--- src/rtl/dmem_port_arbiter.sv ---
// Shares the single data-memory port between the core load/store path and a
// debug/loader master; the core has priority, starvation forces a debug grant.
//
// state  | meaning
// S_CORE | core owns the port; a pending debug request ages in wait_cnt
// S_DBG  | debug access on the port for one cycle, core stalled
// S_ACK  | dbg_ack pulse, core owns the port again and is unstalled
module dmem_port_arbiter #(
  parameter int MAX_WAIT = 8,
  parameter int WAIT_W   = 8
) (
  input  logic        clk,
  input  logic        reset,
  input  logic        core_we,
  input  logic        core_re,
  input  logic [31:0] core_addr,
  input  logic [31:0] core_wd,
  output logic [31:0] core_rd,
  output logic        core_stall,
  input  logic        dbg_req,
  input  logic        dbg_we,
  input  logic [31:0] dbg_addr,
  input  logic [31:0] dbg_wd,
  output logic        dbg_ack,
  output logic [31:0] dbg_rd,
  output logic        mem_we,
  output logic [31:0] mem_a,
  output logic [31:0] mem_wd,
  input  logic [31:0] mem_rd
);

  typedef enum logic [1:0] {
    S_CORE = 2'd0,
    S_DBG  = 2'd1,
    S_ACK  = 2'd2
  } state_t;

  localparam logic [WAIT_W-1:0] WAIT_LAST = WAIT_W'(MAX_WAIT - 1);

  state_t            state_q, state_d;
  logic [WAIT_W-1:0] wait_cnt_q, wait_cnt_d;
  logic [31:0]       dbg_rd_q;
  logic              core_busy;

  assign core_busy = core_we | core_re;

  always_ff @(posedge clk) begin
    if (reset) begin
      state_q    <= S_CORE;
      wait_cnt_q <= '0;
      dbg_rd_q   <= '0;
    end else begin
      state_q    <= state_d;
      wait_cnt_q <= wait_cnt_d;
      if (state_q == S_DBG && !dbg_we)
        dbg_rd_q <= mem_rd;
    end
  end

  always_comb begin
    state_d    = state_q;
    wait_cnt_d = '0;
    case (state_q)
      S_CORE: begin
        if (dbg_req) begin
          if (!core_busy || wait_cnt_q >= WAIT_LAST)
            state_d = S_DBG;
          else
            wait_cnt_d = wait_cnt_q + 1'b1;
        end
      end
      S_DBG:   state_d = S_ACK;
      S_ACK:   state_d = S_CORE;
      default: state_d = S_CORE;
    endcase
  end

  // dmem may still write on the reset edge, so the write enable is gated by reset
  always_comb begin
    mem_we = 1'b0;
    mem_a  = core_addr;
    mem_wd = core_wd;
    if (state_q == S_DBG) begin
      mem_a  = dbg_addr;
      mem_wd = dbg_wd;
      mem_we = dbg_we & ~reset;
    end else begin
      mem_we = core_we & ~reset;
    end
  end

  assign core_rd    = mem_rd;
  assign core_stall = (state_q == S_DBG);
  assign dbg_ack    = (state_q == S_ACK);
  assign dbg_rd     = dbg_rd_q;

endmodule

--- config.mk ---
export PLATFORM = sky130hd
export DESIGN_NAME = dmem_port_arbiter
export DESIGN_NICKNAME = d
export VERILOG_FILES = /design/src/rtl/dmem_port_arbiter.sv
export SDC_FILE = /design/constraint.sdc
export NUM_CORES = 1
export LEC_CHECK = 0
export CAP_MARGIN = 20
export CORE_AREA = 4 4 112 114
export CTS_CLUSTER_DIAMETER = 50
export DETAILED_ROUTE_END_ITERATION = 16
export DIE_AREA = 0 0 116 118
export GPL_TIMING_DRIVEN = 0
export PLACE_DENSITY = 0.78
export SETUP_SLACK_MARGIN = 0.1
export SYNTH_ARGS = -nofsm -noshare
export SYNTH_HDL_FRONTEND = slang
export SYNTH_SLANG_ARGS = --single-unit
export TNS_END_PERCENT = 1
--- constraint.sdc ---
create_clock -name clk -period 3.95 [get_ports clk]
set_clock_uncertainty 0.15 [all_clocks]
set_input_delay 0.395 -clock clk [delete_from_list [all_inputs] [get_ports clk]]
set_output_delay 0.395 -clock clk [all_outputs]
set_load 0.05 [all_outputs]
==> summary.md, run 1 <==
| Metric | Value |
|---|---|
| Leakage Power | 0.00214 uW |
| CTS buffer count | 5 |
| Setup violations, final | 0 |
| Fin Hold WS | approximately 0.17 ns |
| Post-synthesis cell type count | 22 |
| Max Fclk | approximately 300 MHz |
| Setup CP Type | in2out |
| Starting density of the core | approximately a fifth |
| Routed wire length per instance | 18.0 um |
| Warnings from Yosys | 0 |
| Share of cells above drive strength 1 | a little under a fifth |
| CP Buf/Inv Count | 4 |
| DRC | 0 |
| Critical path required time | approximately 3.4 ns |
| Ys async rst share | 0% |
| Worst vdd ir | roughly 0.15 mV |
| First-pass GRT wire length | 18,800 um |
| Total track usage | 18.2% |
| Total gr overflow | 0 |
| Fin cells | 724 |
| Largest net degree at the start of global routing | 13 |
| Standard-cell row count | 39 |
| Mapped Area | approximately 0.0024 mm^2 |
| Hold crit path type | in2reg |
| IO Count | between 200 and 300 |
| Vias per cell | between 4 and 5 |
| Delay-heaviest family, CP | buffers and inverters |
| Post-Syn Instances | around 280 |
| Count of state elements after synthesis | 42 |
| Most common cell after layout, fill and taps aside | clkdlybuf4s50_1 |
| Post-synth EDFFs | 0 |
| Initial antenna violation count | 0 |
| Final nets | roughly 750 |
| DR iter-0 viols | 92 |
| Pre-antenna DRT Iters | 4 |
| Die Wd | 116 um |
| Pre-CTS WS | 0.599 ns |
| # H-tree levels | 2 |
| Pwr dens | 298 mW/mm^2 |
| Placed cell count | 717 |
| Avg Inst Size Synth | between 8 and 9 um^2 |
| Via count | between 3,000 and 4,000 |
| Total Wirelength | 13,000 um |
| Clock Tree Buf Depth | 2 |
| Status | finished clean |
| Post-CTS resize count | 0 |
| Gp weighted congestion | about 0.8 |
| Worst slew margin | a little over two fifths |
| Sequential area share after synthesis | approximately a third |
| CP max-delay cell | clkdlybuf4s50_1 |
| Clk_lat worst skew | around 0.28 ns |
| Final min period | roughly 3.3 ns |
| Setup TNS | 0 ns |
| Die height | 118 um |
| Vias in the first global route | approximately 3,300 |
| Crit. End Element | primary output |
| Antenna viol nets, final | 0 |
| CTS tree | done |
| Slowest cell delay on critical path | 0.83 ns |
| Core region area | around 0.011 mm^2 |
| Worst-Margin Slew | approximately 0.86 ns |
| Cell area after placement | between 0.005 and 0.006 mm^2 |
| Area growth syn-to-layout | 136% |
| Post-DP HPWL | 11,500 um |
| Hold-fix buffers, CTS | 0 |
| Max Fanout on Critical Path | 10 |
| Unrepaired setup endpoints after global routing | no |
| Commonest cells after routing, fill and taps aside | 295 x clkdlybuf4s50_1, 64 x mux2_2, 64 x nand2_1, 42 x dfxtp_1, 33 x a21oi_1 |
| Setup bufs post-CTS | 0 |
| Setup slack after layout | between 0.6 and 0.7 ns |
| Die Footprint | between 0.01 and 0.015 mm^2 |
| Clock transition at the registers of the reported paths | around 0.060 ns |
| Tcrit/Tclk final | 83.4% |
| Max-slew violations | 0 |
| Root Buffer | clkbuf_16 |
| Antenna Cells | 0 |
| Hold Violations, Final | 0 |
| Post-layout instance area | roughly 0.0057 mm^2 |
| Crit path DAT | 2.75 ns |
| Synth Flop Type | dfxtp_1 |
| Crit-path cells | clkdlybuf4s50_1, or3b_2, clkbuf_1, clkbuf_1, o21ai_0, nor2_1, clkdlybuf4s50_1 |
| Startpoint types | input port |
| Input/output buffers | roughly 300 |
| CTS Sinks | 42 |
| Max-Cap Viols | 0 |
-- worst register-to-register path: cells and delay by family, from the launching register on --
family | cells | cell delay, ns
and+or+nand+nor | 2 | 0.83
buffers and inverters | 1 | 0.41
DFF | 1 | 0.37
AOI/OAI and AO/OA | 1 | 0.14
-- flip-flops by register name, indices dropped and copies added, names as in the netlist --
| name | flops |
|---|---|
| state_q | 2 |
| wait_cnt_q | 8 |
| dbg_rd | 32 |
-- final timing paths --
check                           depth (start not counted)          to  startpoint  slack, ns
worst max-delay path                                    7      mem_we      dbg_we       0.66
worst min register to register                          2   dbg_rd[2]   dbg_rd[2]       0.30
worst max register to register                          4  dbg_rd[21]  state_q[0]       1.97
worst min-delay path                                    2   dbg_rd[2]       reset       0.17
-- layout make-up --
class / count / area, um^2
Inverter: 1 / 3.75
Tap cell: 143 / 179
Sequential cell: 42 / 841
Clock inverter: 1 / 30.0
Clock buffer: 6 / 139
Fill cell: 1088 / 5670
Buffer: 50 / 320
Multi-Input combinational cell: 186 / 1280
Timing Repair Buffer: 295 / 2950
-- through the flow --
stage,total power (uW),utilization [%]
after floorplan,893,-
after detailed placement,1260,48.9
after CTS,1740,50.4
final,1720,50.4
after global placement,1260,48.9
after global routing,1780,50.4
-- power breakdown --
group	internal, uW	leakage (uW)	switching [uW]	total, uW
sequential	437	0.000342	6.72	444
clock	312	0.0000829	158	469
combinational	361	0.00172	442	803
-- metal layers --
| layer | wire length [um] | GRT usage [%] | share of wire, % | up-vias |
|---|---|---|---|---|
| met2 | 6610 | 33.0 | 51 | 172 |
| met1 | 4420 | 17.9 | 34 | 1372 |
| met4 | 474 | 6.82 | 3.6 | 0 |
| met3 | 1530 | 7.97 | 12 | 24 |
| li1 | - | - | - | 1495 |
| met5 | 0 | 0 | 0 | - |
-- synth_stat cells, types with 2 or more instances --
cell,instances,share of area (%)
a21oi_1,33,6.8
nor2b_1,3,0.77
mux2_2,64,30
or4b_4,2,1.1
buf_4,32,9.9
clkbuf_1,13,2.0
dfxtp_1,42,34
nand2_1,64,9.9
buf_2,4,0.82
nor2_1,7,1.1
-- kinds of logic (layout without fill, tap and decap cells) --
| logic type | Yosys count | count (layout) | share of synthesized area, % |
|---|---|---|---|
| xor+xnor | 2 | 2 | 0.719 |
| other cells | 1 | 4 | 0.154 |
| mux | 64 | 64 | 29.6 |
| simple gates | 80 | 80 | 13.9 |
| flops | 42 | 42 | 34.5 |
| fa+ha+maj | 1 | 1 | 0.513 |
| compound gates | 35 | 35 | 7.34 |
| buf+inv | 51 | 353 | 13.3 |
Note: power is estimated with default switching activity, not from simulation.
==> run 2, diff against run 1 <==
--- a/config.mk
+++ b/config.mk
@@ -11,7 +11,7 @@
 export DETAILED_ROUTE_END_ITERATION = 16
 export DIE_AREA = 0 0 116 118
 export GPL_TIMING_DRIVEN = 0
-export PLACE_DENSITY = 0.78
+export PLACE_DENSITY = 0.81
 export SETUP_SLACK_MARGIN = 0.1
 export SYNTH_ARGS = -nofsm -noshare
 export SYNTH_HDL_FRONTEND = slang
==> constraint.sdc (replaced) <==
create_clock -name clk -period 2.7 [get_ports clk]
set_clock_uncertainty 0.15 [all_clocks]
set_input_delay 0.27 -clock clk [delete_from_list [all_inputs] [get_ports clk]]
set_output_delay 0.27 -clock clk [all_outputs]
set_load 0.05 [all_outputs]
==> summary.md, run 2 (synthesized netlist as in run 1, its figures left out) <==
| Metric | Value |
|---|---|
| Commonest cells after routing, fill and taps aside | 229 x clkdlybuf4s50_1, 64 x mux2_2, 64 x nand2_1, 56 x dlygate4sd2_1, 42 x dfxtp_1 |
| # H-tree levels | 2 (unchanged) |
| WHS Path Cells | 2 (unchanged) |
| Cell area after placement | 0.00558 mm^2 (unchanged) |
| Worst slew margin | 46.3% (+3.5 points) |
| Input/output buffers | 295 (unchanged) |
| Post-layout instance area | 0.00563 mm^2 (-2.0%) |
| Via count | 3,049 (-0.46%) |
| Worst-Margin Slew | 0.803 ns (-0.0521 ns) |
| CP max-delay cell | dlygate4sd2_1 |
| Starting density of the core | 21.3% (unchanged) |
| Crit-path cells | nor2b_4, clkbuf_4, clkbuf_4, mux2_2, dlygate4sd2_1 |
| Hold crit path type | in2reg |
| Leakage Power | 0.00223 uW (+4.0%) |
| Routed wire length per instance | 18.6 um (+3.1%) |
| Antenna Cells | 0 (unchanged) |
| Largest net degree at the start of global routing | 14 (+1) |
| Multi-input gate area | 0.00129 mm^2 (+0.59%) |
| FF/Latch Area | 841 um^2 (unchanged) |
| Die Wd | 116 um (unchanged) |
| Final min period | ~2.6 ns |
| Pre-CTS WS | -0.430 ns (-1.03 ns) |
| Total track usage | 18.7% (+0.54 points) |
| Max Fanout on Critical Path | 10 (unchanged) |
| Post-CTS resize count | 72 (+72) |
| Core region area | 0.0114 mm^2 (unchanged) |
| Standard-cell row count | 39 (unchanged) |
| Vias per cell | 4.21 (-0.59%) |
| CTS Sinks | 42 (unchanged) |
| Setup CP Type | reg2out |
| Area growth syn-to-layout | 131% |
| Clock transition at the registers of the reported paths | 0.06 ns (about the same) |
| Worst R2R Path Depth | 4 (unchanged) |
| CP dominant cell by count | clkbuf_4 |
| Worst vdd ir | 0.252 mV (+64%) |
| Setup slack after layout | 0.0830 ns (-0.574 ns) |
| Unrepaired setup endpoints after global routing | yes |
| Fill cells | 1,087 (-0.092%) |
| First-pass GRT wire length | 19,300 um (+2.7%) |
| Design Power | 2360 uW (+38%) |
| Pwr dens | 420 mW/mm^2 (+41%) |
| Max Fclk | about 380 MHz |
| Status | finished clean |
| Startpoint types | register |
| Setup bufs post-CTS | 0 (unchanged) |
| Setup violations, final | 0 (unchanged) |
| Clock Tree Buf Depth | 2 (unchanged) |
| Max-slew violations | 0 (unchanged) |
| Hold Violations, Final | 0 (unchanged) |
| Final nets | 748 (unchanged) |
| Crit. End Element | primary output |
| IO Count | 297 (unchanged) |
| Setup TNS | 0 ns (unchanged) |
| Total gr overflow | 0 (unchanged) |
| Root Buffer | clkbuf_16 |
| Antenna viol nets, final | 0 (unchanged) |
| Most common cell after layout, fill and taps aside | clkdlybuf4s50_1 |
| Slowest cell delay on critical path | 0.45 ns (-0.38 ns) |
| Critical path required time | 2.28 ns (-1.12 ns) |
| Die Footprint | 0.0137 mm^2 (unchanged) |
| Crit path DAT | 2.20 ns (-0.55 ns) |
| DR iter-0 viols | 122 (+33%) |
| Post-DP HPWL | 11,900 um (+3.9%) |
| Total Wirelength | 13,500 um (+3.2%) |
| Vias in the first global route | 3,293 (+0.030%) |
| Fin Hold WS | 0.0420 ns (-0.133 ns) |
| Hold-fix buffers, CTS | 0 (unchanged) |
| Initial antenna violation count | 0 (unchanged) |
| CTS buffer count | 5 (unchanged) |
| Die height | 118 um (unchanged) |
| Share of cells above drive strength 1 | 21.8% (+2.7 points) |
| Tcrit/Tclk final | a little over nine tenths |
| Pre-antenna DRT Iters | 4 (unchanged) |
| Max reg flops | 32 (unchanged) |
| Clk_lat worst skew | 0.27 ns (about the same) |
| Gp weighted congestion | 0.936 (+19%) |
| CTS tree | done |
| DRC | 0 (unchanged) |
| Max-Cap Viols | 0 (unchanged) |
==> run 2: final timing paths <==
kind / from / to / slack, ns
worst max-delay path: state_q[0] / mem_a[21] / 0.08
worst min-delay path: reset / dbg_rd[0] / 0.04
worst max register to register: state_q[0] / dbg_rd[31] / 0.70
worst min register to register: wait_cnt_q[0] / wait_cnt_q[0] / 0.30
==> run 2: report_power, final <==
group	internal (uW)	total [uW]	switching, uW
registers	639	649	10.1
logic	471	1120	650
clock network	366	593	228
total	1480	2360	888
==> run 2: worst max-delay path, delay by kind of cell (launching register included) <==
kind / cells / cell delay, ns
DFF: 1 / 0.37
buffers and inverters: 3 / 0.94
muxes: 1 / 0.36
and+or+nand+nor: 1 / 0.24
==> run 2: per-stage QoR <==
stage,util [%],instances
detailed placement,48.9,717
floorplan,-,279
global placement,48.9,717
CTS,49.6,725
finish,49.3,725
global route,49.3,725
==> run 2: metal layers <==
metal,global-route usage [%],part of all wire (%)
met5,0,0
met4,3.70,1.2
met3,5.81,8.6
met2,34.5,52
met1,20.9,38
==> run 2: layout make-up <==
cell class	count	area share (%)
sequential	42	14.9
inverter	1	0.0666
clock inverter	2	0.222
tap	143	3.18
clock buffer	6	2.47
buffer	50	5.95
multi-input combinational	186	22.9
timing repair buffer	295	50.3
